<file path="src/rtl/dmem_wb.sv">
// MEM stage data-cache access plus MEM/WB pipeline register.
// One cache transaction per slot; load data is aligned and extended before writeback.
module dmem_wb (
  input  logic        clk,
  input  logic        rst,
  input  logic        in_valid,
  input  logic        in_load,
  input  logic        in_store,
  input  logic [2:0]  in_funct3,
  input  logic [31:0] in_addr,
  input  logic [31:0] in_rs2,
  input  logic [31:0] in_alu,
  input  logic [4:0]  in_rd,
  input  logic        in_regwrite,
  input  logic        stall_in,
  output logic        dmem_read,
  output logic        dmem_write,
  output logic [31:0] dmem_address,
  output logic [31:0] dmem_wdata,
  output logic [3:0]  dmem_byte_enable,
  input  logic [31:0] dmem_rdata,
  input  logic        dmem_resp,
  output logic        mem_stall,
  output logic        wb_valid,
  output logic [4:0]  wb_rd,
  output logic        wb_regwrite,
  output logic [31:0] wb_data
);

  typedef enum logic [1:0] {
    IDLE = 2'd0,
    WAIT = 2'd1,
    HOLD = 2'd2
  } state_t;

  state_t      state_reg;
  logic [31:0] rdata_reg;
  logic        wb_valid_reg;
  logic [4:0]  wb_rd_reg;
  logic        wb_regwrite_reg;
  logic [31:0] wb_data_reg;

  logic        access;
  logic        requesting;
  logic        advance;
  logic [1:0]  off;
  logic [3:0]  be_next;
  logic [31:0] wdata_next;
  logic [31:0] load_src;
  logic [7:0]  src_byte [4];
  logic [7:0]  byte_sel;
  logic [15:0] half_sel;
  logic [31:0] load_data;

  assign access     = in_valid & (in_load | in_store);
  // HOLD already owns its response, so the request must not be re-issued there.
  assign requesting = access & (state_reg != HOLD);
  assign dmem_read  = ~rst & requesting & in_load;
  assign dmem_write = ~rst & requesting & in_store;
  assign mem_stall  = requesting & ~dmem_resp;
  assign advance    = ~mem_stall & ~stall_in;
  assign off        = in_addr[1:0];

  assign dmem_address = {in_addr[31:2], 2'b00};

  always_comb begin
    be_next    = 4'b1111;
    wdata_next = in_rs2;
    case (in_funct3)
      3'b000: begin
        be_next    = 4'b0001 << off;
        wdata_next = in_rs2 << {off, 3'b000};
      end
      3'b001: begin
        be_next    = 4'b0011 << {in_addr[1], 1'b0};
        wdata_next = in_rs2 << {in_addr[1], 4'b0000};
      end
      default: begin
        be_next    = 4'b1111;
        wdata_next = in_rs2;
      end
    endcase
  end

  assign dmem_wdata       = wdata_next;
  assign dmem_byte_enable = dmem_write ? be_next : 4'b0000;

  assign load_src = (state_reg == HOLD) ? rdata_reg : dmem_rdata;

  generate
    for (genvar gi = 0; gi < 4; gi++) begin : g_lane
      assign src_byte[gi] = load_src[8*gi +: 8];
    end
  endgenerate

  assign byte_sel = src_byte[off];
  assign half_sel = in_addr[1] ? load_src[31:16] : load_src[15:0];

  always_comb begin
    load_data = load_src;
    case (in_funct3)
      3'b000:  load_data = {{24{byte_sel[7]}}, byte_sel};
      3'b100:  load_data = {24'h000000, byte_sel};
      3'b001:  load_data = {{16{half_sel[15]}}, half_sel};
      3'b101:  load_data = {16'h0000, half_sel};
      default: load_data = load_src;
    endcase
  end

  always_ff @(posedge clk) begin
    if (rst) begin
      state_reg       <= IDLE;
      rdata_reg       <= '0;
      wb_valid_reg    <= 1'b0;
      wb_rd_reg       <= '0;
      wb_regwrite_reg <= 1'b0;
      wb_data_reg     <= '0;
    end else begin
      if (dmem_resp) begin
        rdata_reg <= dmem_rdata;
      end
      case (state_reg)
        IDLE: begin
          if (access) begin
            if (dmem_resp) begin
              state_reg <= stall_in ? HOLD : IDLE;
            end else begin
              state_reg <= WAIT;
            end
          end
        end
        WAIT: begin
          if (dmem_resp) begin
            state_reg <= stall_in ? HOLD : IDLE;
          end
        end
        HOLD: begin
          if (!stall_in) begin
            state_reg <= IDLE;
          end
        end
        default: state_reg <= IDLE;
      endcase
      if (advance) begin
        wb_valid_reg    <= in_valid;
        wb_rd_reg       <= in_rd;
        wb_regwrite_reg <= in_regwrite & in_valid;
        wb_data_reg     <= in_load ? load_data : in_alu;
      end
    end
  end

  assign wb_valid    = wb_valid_reg;
  assign wb_rd       = wb_rd_reg;
  assign wb_regwrite = wb_regwrite_reg;
  assign wb_data     = wb_data_reg;

endmodule

</file>
<file path="config.mk">
export PLATFORM = sky130hd
export DESIGN_NAME = dmem_wb
export DESIGN_NICKNAME = d
export VERILOG_FILES = /design/src/rtl/dmem_wb.sv
export SDC_FILE = /design/constraint.sdc
export NUM_CORES = 1
export LEC_CHECK = 0
export CAP_MARGIN = 15
export CELL_PAD_IN_SITES_DETAIL_PLACEMENT = 2
export CELL_PAD_IN_SITES_GLOBAL_PLACEMENT = 2
export CORE_MARGIN = 2
export CORE_UTILIZATION = 23
export DETAILED_ROUTE_END_ITERATION = 7
export PLACE_DENSITY_LB_ADDON = 0.1
export SLEW_MARGIN = 25
export SYNTH_ARGS = -nofsm -noshare
export SYNTH_HDL_FRONTEND = slang
export SYNTH_SLANG_ARGS = --single-unit
export TNS_END_PERCENT = 1
</file>
<file path="constraint.sdc">
create_clock -name clk -period 3.3 [get_ports clk]
set_input_delay 0.33 -clock clk [delete_from_list [all_inputs] [get_ports clk]]
set_output_delay 0.33 -clock clk [all_outputs]
set_load 0.1 [all_outputs]
</file>
* After elaboration in Yosys (flattened, before gate mapping) *
Index checks and enable logic that the tools add are counted.

word-level totals
  bits in registers = 73
  input port bits = 144
  memory bits (read-only) = 0
  bits in writable memories = 0
  bits in latches = 0
  memories kept = 0
  output and inout port bits = 110

operators by class
  div/mod/pow operators = 0
  muxes and demuxes = 16
  equality and inequality tests = 9
  magnitude comparators = 1
  add/sub/neg operators = 0
  shift operators = 4
  bitwise logic cells = 14
  multipliers = 0
  reductions and logical operators = 3

operators by type and width
  kind                                                  number
  case mux 32 bit (4 select lines)                      1
  two-way mux 32 bit                                    2
  case mux 32 bit (2 select lines)                      1
  << shifter 32 x 5 -> 32 bit                           2
  binary-select mux 8 bit (select 2 bit)                1
  two-way mux 16 bit                                    1
  two-way mux 8 bit                                     2
  two-way mux 2 bit                                     5
  bitwise AND 1 bit                                     8
  != test 2 bit (second input constant)                 4
  case mux 4 bit (2 select lines)                       1
  equality test 3 bit (second input constant)           2
  case mux 2 bit (3 select lines)                       1
  two-way mux 4 bit                                     1
  inverter 1 bit                                        4
  << shifter 1 x 2 -> 4 bit (first input constant)      1
  << shifter 2 x 2 -> 4 bit (first input constant)      1
  equality test 3 x 1 -> 1 bit (second input constant)  1
  >= comparator 3 bit (second input constant)           1
  logical NOT 3 bit                                     1
  inverter 2 -> 3 bit                                   1
  AND reduction 3 bit                                   1
  equality test 2 x 1 -> 1 bit (second input constant)  1
  equality test 2 bit (second input constant)           1
  other kinds (2)                                       2

* Longest topological paths before layout *
  depth in word-level cells = 7
  depth in mapped cells = 8

* Worst setup path before layout *
Ideal clock, no wire load.

  path type = in2out
  start point = in in_load
  end point = out dmem_read
  setup slack = -0.890 ns
  arrival = 3.860 ns
  stages = 5
  cell sequence = buf_4 > inv_2 > clkbuf_1 > clkbuf_1 > nor4_1

between the ends
  longest elaborated chain between the ends = 5

RTL lines
  element              line  text
  start, declared      7     input logic in_load,
  OR 1 bit             55    assign access = in_valid & (in_load | in_store);
  bitwise AND 1 bit    55
  bitwise AND 1 bit    57    assign requesting = access & (state_reg != HOLD);
  bitwise AND 1 bit    58    assign dmem_read = ~rst & requesting & in_load;
  bitwise AND 1 bit *  58
  end, declared        16    output logic dmem_read,

Mark *: on every way between the ends. The rest lies on a longest branch, timed or not.

* Worst setup path after layout *
  start point = in in_addr[0]
  end point = out dmem_wdata[27]

between the ends
  longest elaborated chain between the ends = 2

RTL lines
  element                           line  text
  start, declared                   10    input logic [31:0] in_addr,
  << shifter 32 x 5 -> 32 bit       72    wdata_next = in_rs2 << {off, 3'b000};
  case mux 32 bit (2 select lines)  69    case (in_funct3)
  end, declared                     19    output logic [31:0] dmem_wdata,

No other way between the ends.

==> impl_metrics.tcl <==
set metrics [dict create \
    grt-ovfl-total 0 \
    fin_skew_ps 8.346 \
    vias_per_cell 5.138 \
    clk_latency_ps 350 \
    path_cells "clkdlybuf4s50_1 -> nor2b_1 -> buf_4 -> nand2_1 -> o22ai_1 -> a221oi_1 -> buf_12" \
    grt_pass1_wl_um 33930 \
    synth_xor_xnor_area_share_pct 0 \
    syn_inst 584 \
    synth_edf_count 0 \
    syn_area_sq_mm 0.004811 \
    post_cts_buffers 0 \
    critical-path-slowest-cell "clkdlybuf4s50_1" \
    cp.required_ps 2970 \
    synthFlopType "dfxtp_1" \
    worstPathMaxFanout 11 \
    power.density_mw_per_mm2 464.0 \
    diodes 0 \
    cts_sinks 73 \
    synth-seq-area-share_pct 30.38 \
    dp_worst_setup_slack_ps 316.0 \
    slew_headroom_pct 30.52 \
    grt.total_usage_pct 19.98 \
    h-tree-depth 3 \
    cp-start-kind "input port" \
    post-route-period-util_pct 90.29 \
    ios 254 \
    drtIter0Drc 176 \
    setup_viol 0 \
    yosysMostFrequentCell "mux2i_1" \
    power_leakage_nw 3.026 \
    rr_startpoint "state_reg[0]" \
    clk_pin_slew_worst_paths_ps 60 \
    syn_to_final_growth_pct 55.29 \
    synth_top_area_cell "dfxtp_1" \
    synth-simple-area-share_pct 15.99 \
    drcViolationCount 0 \
    die_h_um 148.6 \
    rsz0062_at_grt "no" \
    dr.pass1.iters 4 \
    setup_slack_ps 320.5 \
    wire_per_inst_um 22.10 \
    synthMuxAreaShare_pct 17.82 \
    hold_viol 0 \
    crit_path_end_kind "output port" \
    cts_root_buffer "clkbuf_16" \
    syn_avg_cell_area_sq_um 8.238 \
    ys_ff_latch 73 \
    drv_slew 0 \
    gp_congestion 0.7865 \
    min_path_type "flip-flop to flip-flop" \
    whs_ps 469.5 \
    cts_resized 0 \
    crit_type "input port to output port" \
    ys_top_cells_by_count "mux2i_1 (80), nor2_1 (76), dfxtp_1 (73)" \
    max_freq_ghz 0.3356 \
    dp_hpwl_um 17460 \
    drv_cap 0 \
    rows 52 \
    startpoint "in_addr[0]" \
    power_mw 3.467 \
    grt_pass1_vias 5517 \
    dieArea_sq_mm 0.02209 \
    r2r_cells 5 \
    r2r-end "wb_data[27]" \
    rrSetupSlack_ps 890 \
    hold_end "wb_rd[4]" \
    whs_path_depth 2 \
    status "finished, final reports clean" \
    synth_warnings 0 \
    ir_worst_vdd_mv 0.2405 \
    synth_top_family_by_area "compound AO/OA/AOI/OAI gates" \
    antenna_found_initial 0 \
    final_antenna_net_count 0 \
    grt_max_degree 41 \
    place.port_buffers 191 \
    start_util_pct 23.62 \
    wl_um 22280 \
    max-clock-path-buffers 2 \
    numCtsBuffers 9 \
    synth-adder-area-share_pct 0 \
    min_from "wb_rd[4]" \
    ys_types 51 \
    die_width_um 148.6 \
    core_region_area_sq_mm 0.02036 \
    critPathMaxStageDelay_ps 630 \
    min_period_ps 2980 \
    worst_pin_slew_ps 1039 \
    nNetsFinal 877 \
    synth_compound_area_share_pct 25.23 \
    vias 5179 \
    worstPathArrival_ps 2650 \
    cts_tree "yes" \
    drive_above_1_share_pct 14.50 \
    hold_buffers 0 \
    synthTopCellsByArea "dfxtp_1 (30%), mux2i_1 (17%), nor2_1 (5.9%)" \
    synthArstFlopShare_pct 0 \
    synth_top_area_share_pct 30.38 \
]
-- critical path: cells and delay by family --
kind | cells | cell delay, ps
simple gates | 2 | 560
compound gates | 2 | 670
buf+inv | 3 | 1090
-- layer usage --
metal	up-vias	part of all wire [%]	global-route usage (%)
li1	2418	-	-
met1	2581	45	26.43
met2	150	48	33.84
met3	30	4.7	3.589
met4	0	1.6	4.714
met5	-	0	0
-- metrics by stage --
step | instance area, sq um | setup TNS [ps] | utilization [%] | std cells
floorplan | 4821 | -4533 | - | 585
global placement | 7166 | 0 | 35.19 | 992
detailed placement | 7166 | 0 | 35.19 | 992
CTS | 7471 | 0 | 36.69 | 1008
global route | 7471 | 0 | 36.69 | 1008
finish | 7471 | 0 | 36.69 | 1008
-- worst max-delay path by stage --
stage / to / cells past startpoint
finish: dmem_wdata[27] / 7
global route: dmem_wdata[27] / 6
CTS: dmem_wdata[27] / 7
detailed placement: dmem_wdata[27] / 7
global placement: dmem_wdata[28] / 6
floorplan: dmem_wdata[24] / 6
-- area by class of cell --
| type | count | area [sq um] |
|---|---|---|
| Sequential cell | 73 | 1461 |
| Fill cell | 2243 | 12890 |
| Tap cell | 270 | 337.8 |
| Timing Repair Buffer | 216 | 2480 |
| Multi-Input combinational cell | 425 | 2856 |
| Inverter | 8 | 30.03 |
| Clock inverter | 5 | 62.56 |
| Clock buffer | 11 | 242.7 |
-- where the power goes --
group	leakage (nW)	internal, mW	total, mW	switching [mW]
clock network	0.143	0.613	1.04	0.428
logic	2.28	0.487	1.44	0.957
registers	0.603	0.944	0.981	0.0371
total	3.03	2.04	3.47	1.42
-- cell usage in the layout, fill, tap and decap left out, types with 9 or more instances in the layout --
cell	count
nor4_1	16
o22ai_1	26
a22oi_1	24
buf_4	25
o21ai_0	12
a221oi_1	16
nand2_1	36
clkdlybuf4s50_1	150
o21ai_1	25
a21oi_1	43
buf_12	39
nor3_1	11
dfxtp_1	73
mux2i_1	80
nor2_1	76
clkbuf_16	9
-- logic make-up after synthesis --
group,Yosys count
compound gates,174
simple gates,165
buf+inv,87
mux,84
flops,73
other cells,1
No activity file was read; power rests on OpenSTA's default activity.
